File: config.mk
export PLATFORM = sky130hd
export DESIGN_NAME = alu_iter_unit
export DESIGN_NICKNAME = d
export VERILOG_FILES = /design/src/rtl/alu_pkg.sv /design/src/rtl/alu_comb_core.sv /design/src/rtl/alu_iter_unit.sv
export SDC_FILE = /design/constraint.sdc
export NUM_CORES = 1
export LEC_CHECK = 0
export CAP_MARGIN = 20
export CORE_AREA = 3 3 134 97
export DETAILED_ROUTE_END_ITERATION = 16
export DIE_AREA = 0 0 137 100
export PLACE_DENSITY = 0.81
export SETUP_SLACK_MARGIN = 0.4
export SYNTH_ARGS = -nofsm -noshare
export SYNTH_HDL_FRONTEND = slang
export SYNTH_HIERARCHICAL = 1
export SYNTH_SLANG_ARGS = --single-unit
File: constraint.sdc
create_clock -name clk_i -period 3.7 [get_ports clk_i]
set_input_delay 0.74 -clock clk_i [delete_from_list [all_inputs] [get_ports clk_i]]
set_output_delay 0.74 -clock clk_i [all_outputs]
set_load 0.01 [all_outputs]
File: src/rtl/alu_pkg.sv
// Shared definitions for the iterative ALU: op codes and FSM states.
// Used by alu_comb_core and alu_iter_unit.
package alu_pkg;

    localparam logic [3:0] ALU_AND  = 4'b0000;
    localparam logic [3:0] ALU_OR   = 4'b0001;
    localparam logic [3:0] ALU_ADD  = 4'b0010;
    localparam logic [3:0] ALU_SLT  = 4'b0011;
    localparam logic [3:0] ALU_XOR  = 4'b0100;
    localparam logic [3:0] ALU_SLTU = 4'b0101;
    localparam logic [3:0] ALU_SRL  = 4'b0110;
    localparam logic [3:0] ALU_SLL  = 4'b0111;
    localparam logic [3:0] ALU_SRA  = 4'b1000;

    localparam logic [3:0] ALU_OP_LAST = ALU_SRA;

    typedef enum logic [1:0] {
        IDLE  = 2'd0,
        SHIFT = 2'd1,
        DONE  = 2'd2
    } state_t;

endpackage

File: src/rtl/alu_comb_core.sv
// Single-cycle ALU datapath; barrel shifter only with ALU_BARREL_SHIFT_EN.
// Without it, shift codes pass A through (the shift-by-zero result).
module alu_comb_core
    import alu_pkg::*;
#(
    parameter int WIDTH = 32
) (
    input  logic [3:0]       aluop,
    input  logic [WIDTH-1:0] a,
    input  logic [WIDTH-1:0] b,
    output logic [WIDTH-1:0] result,
    output logic             err
);

`ifdef ALU_BARREL_SHIFT_EN
    localparam int SHW = $clog2(WIDTH);
    logic [SHW-1:0] amt;
    assign amt = b[SHW-1:0];
`endif

    always_comb begin
        result = '0;
        err    = 1'b0;
        unique case (aluop)
            ALU_AND:  result = a & b;
            ALU_OR:   result = a | b;
            ALU_ADD:  result = a + b;
            ALU_XOR:  result = a ^ b;
            ALU_SLT:  result = {{(WIDTH-1){1'b0}},
                                $signed(a) < $signed(b)};
            ALU_SLTU: result = {{(WIDTH-1){1'b0}}, a < b};
`ifdef ALU_BARREL_SHIFT_EN
            ALU_SRL:  result = a >> amt;
            ALU_SLL:  result = a << amt;
            ALU_SRA:  result = WIDTH'($signed(a) >>> amt);
`else
            ALU_SRL,
            ALU_SLL,
            ALU_SRA:  result = a;
`endif
            default: begin
                result = '0;
                err    = (aluop > ALU_OP_LAST);
            end
        endcase
    end

endmodule

File: src/rtl/alu_iter_unit.sv
// Iterative ALU with valid/ready handshake; shifts run one bit per cycle
// unless ALU_BARREL_SHIFT_EN is defined (then every op has latency 1).
module alu_iter_unit
    import alu_pkg::*;
#(
    parameter int WIDTH = 32
) (
    input  logic             clk_i,
    input  logic             rst_i,
    input  logic             in_valid_i,
    output logic             in_ready_o,
    input  logic [3:0]       aluop_i,
    input  logic [WIDTH-1:0] a_i,
    input  logic [WIDTH-1:0] b_i,
    output logic             out_valid_o,
    input  logic             out_ready_i,
    output logic [WIDTH-1:0] result_o,
    output logic             zero_o,
    output logic             err_o
);

    state_t           state_q, state_d;
    logic [WIDTH-1:0] res_q, core_res, shift_nxt;
    logic             err_q, core_err;
    logic             accept, start_shift;

    alu_comb_core #(.WIDTH(WIDTH)) u_core (
        .aluop  (aluop_i),
        .a      (a_i),
        .b      (b_i),
        .result (core_res),
        .err    (core_err)
    );

    assign in_ready_o  = (state_q == IDLE);
    assign out_valid_o = (state_q == DONE);
    assign accept      = in_valid_i & in_ready_o;
    assign result_o    = res_q;
    assign zero_o      = (res_q == '0);
    assign err_o       = err_q;

`ifndef ALU_BARREL_SHIFT_EN
    localparam int SHW = $clog2(WIDTH);

    logic [SHW-1:0] cnt_q;
    logic [3:0]     op_q;
    logic           is_shift;

    assign is_shift = (aluop_i == ALU_SRL) ||
                      (aluop_i == ALU_SLL) ||
                      (aluop_i == ALU_SRA);
    assign start_shift = is_shift && (b_i[SHW-1:0] != '0);

    // res_q doubles as the working register; its MSB is the original sign
    always_comb begin
        shift_nxt = res_q;
        unique case (op_q)
            ALU_SLL: shift_nxt = {res_q[WIDTH-2:0], 1'b0};
            ALU_SRL: shift_nxt = {1'b0, res_q[WIDTH-1:1]};
            default: shift_nxt = {res_q[WIDTH-1], res_q[WIDTH-1:1]};
        endcase
    end

    always_ff @(posedge clk_i) begin
        if (rst_i) begin
            cnt_q <= '0;
            op_q  <= ALU_AND;
        end else if (accept) begin
            cnt_q <= b_i[SHW-1:0];
            op_q  <= aluop_i;
        end else if (state_q == SHIFT) begin
            cnt_q <= cnt_q - SHW'(1);
        end
    end
`else
    assign start_shift = 1'b0;
    assign shift_nxt   = res_q;
`endif

    always_comb begin
        state_d = state_q;
        unique case (state_q)
            IDLE: begin
                if (accept)
                    state_d = start_shift ? SHIFT : DONE;
            end
`ifndef ALU_BARREL_SHIFT_EN
            SHIFT: begin
                if (cnt_q == SHW'(1))
                    state_d = DONE;
            end
`endif
            DONE: begin
                if (out_ready_i)
                    state_d = IDLE;
            end
            default: state_d = IDLE;
        endcase
    end

    always_ff @(posedge clk_i) begin
        if (rst_i)
            state_q <= IDLE;
        else
            state_q <= state_d;
    end

    always_ff @(posedge clk_i) begin
        if (rst_i) begin
            res_q <= '0;
            err_q <= 1'b0;
        end else if (accept) begin
            res_q <= start_shift ? a_i : core_res;
            err_q <= start_shift ? 1'b0 : core_err;
        end else if (state_q == SHIFT) begin
            res_q <= shift_nxt;
        end
    end

endmodule

Word-level counts from Yosys, hierarchy flattened. Cells that the tools add are included.

Bits in registers: 44. Bits in latches: 0. Bits in writable memories: 0. Bits in read-only memories: 0. Input port bits: 72. Output and inout port bits: 36. Logic and storage cells: 58. Memories: 0.

$add $sub $neg: 2. $mul: 0. Divide/modulo/power cells: 0. Order comparisons: 3. Eq/ne operators: 16. Shift-type cells: 0. Muxes and demuxes: 14. Bitwise operators: 4. Reduce and logical (&&, ||, !) cells: 13.

Operators with widths (number): $pmux W32 S7 (1); $mux W32 (3); $lt A32 B32 Y1 (2); $pmux W32 S2 (1); $add A32 B32 Y32 (1); $and A32 B32 Y32 (1); $logic_not A32 Y1 (1); $or A32 B32 Y32 (1); $xor A32 B32 Y32 (1); $eq A4 B3 Y1 const B (6); $mux W5 (2); $reduce_or A9 Y1 (1); $eq A4 B2 Y1 const B (2); $mux W2 (4); $ne A2 B1 Y1 const B (3); $pmux W2 S3 (1); $eq A5 B1 Y1 const B (1); $reduce_bool A5 Y1 (1); $sub A5 B1 Y5 const B (1); $eq A4 B1 Y1 const B (1); $eq A4 B4 Y1 const B (1); $gt A4 B4 Y1 const B (1); $logic_not A4 Y1 (1); $reduce_and A3 Y1 (1); 11 further kinds (13).

Longest topological paths before layout.
Depth in word-level cells: 7. Mapped depth: 15. Mapped depth without buffers: 14.

Modules after synthesis. The synthesis kept the hierarchy.

Modules (own cells, without submodules): alu_comb_core (times used 1, cells each 526, area each 3753.6 um2, sequential area each 0.0 um2); alu_iter_unit (times used 1, cells each 315, area each 2701.3 um2, sequential area each 880.8 um2).

Least setup slack after synthesis. No wires, ideal clock.

Kind: input -> register. Start point: input a_i[10]. End point: register res_q[31], in the netlist result_o[31]. Setup time: 0.091 ns. Arrival: 3.256 ns. Required time: 3.609 ns. Path slack: 0.353 ns. Cell stages on the path: 15. Path buffers: 1. Path through: inv_1 ha_1 buf_2 a21oi_1 o21ai_0 a22oi_1 a21oi_1 o21ai_1 o21bai_1 a311oi_1 and4b_1 or3_1 nand2_1 mux2_2 a311oi_1.

Word-level cells in the longest chain between the ends: 4.

RTL lines: from (decl) (RTL line alu_iter_unit.sv:13) `input logic [WIDTH-1:0] a_i,`; $add A32 B32 Y32 (RTL line alu_comb_core.sv:27) `ALU_ADD: result = a + b;`; $pmux W32 S7 (RTL line alu_comb_core.sv:24) `unique case (aluop)`; net core_res[31] (RTL line alu_iter_unit.sv:23) `logic [WIDTH-1:0] res_q, core_res, shift_nxt;`; $mux W32 (RTL line alu_iter_unit.sv:113) `res_q <= start_shift ? a_i : core_res;`; $mux W32 (RTL line alu_iter_unit.sv:112) `end else if (accept) begin`; to (signal assigned) (RTL line alu_iter_unit.sv:113); to (signal assigned) (RTL line alu_iter_unit.sv:116) `res_q <= shift_nxt;`; to (decl) (RTL line alu_iter_unit.sv:23).

The timed path passes the listed nets, and every way through them passes these cells. A chain may end at the register's enable or synchronous reset.

Worst setup path in the final report.
Start point: input a_i[23]. End point: register res_q[30], in the netlist result_o[30].

The elaborated chain is that of the path after synthesis.

==> impl_metrics.toml <==
[global_route]
grt_max_degree = 39
grt_pass1_wl_mm = 34.6
overflow = 0
grt_antenna_before_repair = 0
grt_pass1_vias = 6953
grt.total_usage_pct = 30.4

[die]
coreArea_sq_um = 11700
io_pins = 108
rows = 33
fp.dieH_microns = 100
dieArea_sq_um = 13700
die_x_microns = 137
initial_core_util_pct = 55.0

[detailed_routing]
wl_per_cell_microns = 19.6
first_iter_violations = 1085
vias_per_cell = 6.64
ant_nets = 0
dr.pass1.iters = 10
vias = 7859
totalWireLength_mm = 23.2
drc = 0

[sta]
hold_ws_ps = 457
rsz0062_at_grt = "yes"
fin_crit_ps = 3280
fin_crit_sh_pct = 88.5
tns_ps = 0
finalHoldViolations = 0
slew_headroom_pct = 58.1
worstMarginPinSlew_ps = 627
fin_skew_ps = 6.27
setup_viol = 0
final-max-slew-violation-count = 0
setup_ws_ps = 424
fmaxAchievable_ghz = 0.305

[clocking]
clk_pin_slew_worst_paths_ps = 60
worst_skew_pair.late_latency_ps = 290
numCtsBuffers = 5
cts_root_buffer = "clkbuf_16"
cts_tree = "done"
cts_sinks = 44
cts-htree-levels = 2
holdBufCountCts = 0
clockBufferDepth = 2

[synthesis]
ys_ff_latch = 44
synth_edf_count = 0
async_reset_ff_share_pct = 0
synth_top_cell_area_share_pct = 19.0
ys_warn_count = 6
ys_top_cells_by_count = "ha_1 (98), inv_1 (87), o21ai_0 (54)"
syn-num-nets = 1012
ys_top_cells_by_area = "ha_1 (19%), dfxtp_1 (14%), mux2i_1 (5.1%)"
seq_area_frac_synth_pct = 13.6
synthFlopType = "dfxtp_1"
yosysMostFrequentCell = "ha_1"
synth_cells = 841
synth_top_area_cell = "ha_1"
ys_types = 64
avgSynthCellArea_sq_um = 7.68
syn_area_sq_um = 6450

[critical_path]
arrival_ps = 3440
crit_type = "in -> reg"
path_max_fanout = 5
critPathCaptureType = "register"
required_ps = 3860
start_kind = "input pin"

[finish]
num_antenna_cells = 0
final_core_util_pct = 78.1
layout.cells.non_filler = 1183
nets = 1196
final_layout_size_suffix_gt1_share_pct = 27.9
syn2layout_area_growth_pct = 42.0
final_area_sq_um = 9160

[pwr]
total_power_mw = 2.79
p_leak_nw = 4.16
ir_drop_mv = 0.254
p_per_area_nw_per_um2 = 305

[placement]
placed_area_sq_um = 8370
gp_congestion = 0.921
dpl_worst_slack_ps = -377
portBuffers = 107
dp_cells = 1161
dp_hpwl_mm = 15.9

[status]
status = "finished, final reports clean"

[worst_hold_path]
hold_class = "reg -> reg"

[job]
maxCapViolCount = 0
==> layer usage <==
metal	global-route usage, %	part of all wire, %
met1	42.0	41
met2	48.1	45
met4	10.6	3.9
met5	0	0
met3	5.16	10
==> placed cells by master, fill, tap and decap left out, types with 17 or more instances in the layout <==
master / Yosys / final
a21oi_1: 52 / 42
a222oi_1: 29 / 29
a311oi_1: 32 / 30
and3_1: 29 / 29
buf_4: 0 / 132
clkbuf_2: 0 / 19
clkdlybuf4s50_1: 0 / 67
dfxtp_1: 44 / 44
ha_1: 98 / 61
ha_4: 0 / 26
inv_1: 87 / 59
inv_2: 0 / 28
mux2i_1: 33 / 33
nand2_1: 37 / 35
nor2_1: 46 / 44
nor4_1: 20 / 18
o21ai_0: 54 / 50
o221ai_1: 27 / 27
o22ai_1: 33 / 32
xnor2_1: 18 / 17
==> cell families after synthesis <==
group                      count (synthesis)  share of synthesized area, %
muxes                                     35                          5.47
adders and majority gates                 99                          19.3
AOI/OAI and AO/OA                        291                          32.0
xor gates and xnor gates                  27                          3.66
and+or+nand+nor                          188                          15.6
buffers and inverters                    157                          10.3
DFF                                       44                          13.6
==> layout make-up <==
class	count	area, sq um
Sequential cell	44	881
Inverter	87	327
Timing Repair Buffer	247	2080
Multi-Input combinational cell	640	5540
Clock buffer	8	146
Fill cell	785	2560
Tap cell	157	196
==> worst paths after layout <==
kind | from | end | slack, ps | cells past startpoint
setup / recovery | a_i[23] | result_o[30]$_SDFFE_PP0P_ | 420 | 15
hold / removal | err_o$_SDFFE_PP0P_ | err_o$_SDFFE_PP0P_ | 460 | 2
setup reg to reg | state_q[0]$_SDFFE_PP0P_ | result_o[11]$_SDFFE_PP0P_ | 1650 | 5
hold reg to reg | err_o$_SDFFE_PP0P_ | err_o$_SDFFE_PP0P_ | 460 | 2
==> what timing repair did <==
item | 4_1_cts | 5_1_grt
resized for setup | 107 | 115
pin swaps | 35 | 41
endpoints found under the setup margin | 19 | 14
setup buffers | 5 | 8
==> sequential cells by signal, indices dropped and copies added, names as in the netlist <==
register,count
state_q,2
err_o,1
result_o,32
cnt_q,5
op_q,4
==> worst max-delay path, stage by stage <==
cell and delay, ps:
clkdlybuf4s50_1 470, inv_1 70, ha_4 240, buf_4 160
a21oi_2 160, o21bai_1 80, a21oi_1 210, o21ai_0 140
a21oi_1 240, o21bai_1 110, a41oi_1 210, xor2_1 150
o21ai_0 80, mux2i_1 250, o22ai_1 120
==> report_power, final <==
| part | switching (mW) | total (mW) | leakage (nW) | internal [mW] |
|---|---|---|---|---|
| clock network | 0.186 | 0.456 | 0.0712 | 0.270 |
| logic | 0.820 | 1.61 | 3.72 | 0.787 |
| registers | 0.151 | 0.730 | 0.364 | 0.580 |
No activity file was read; power rests on OpenSTA's default activity.
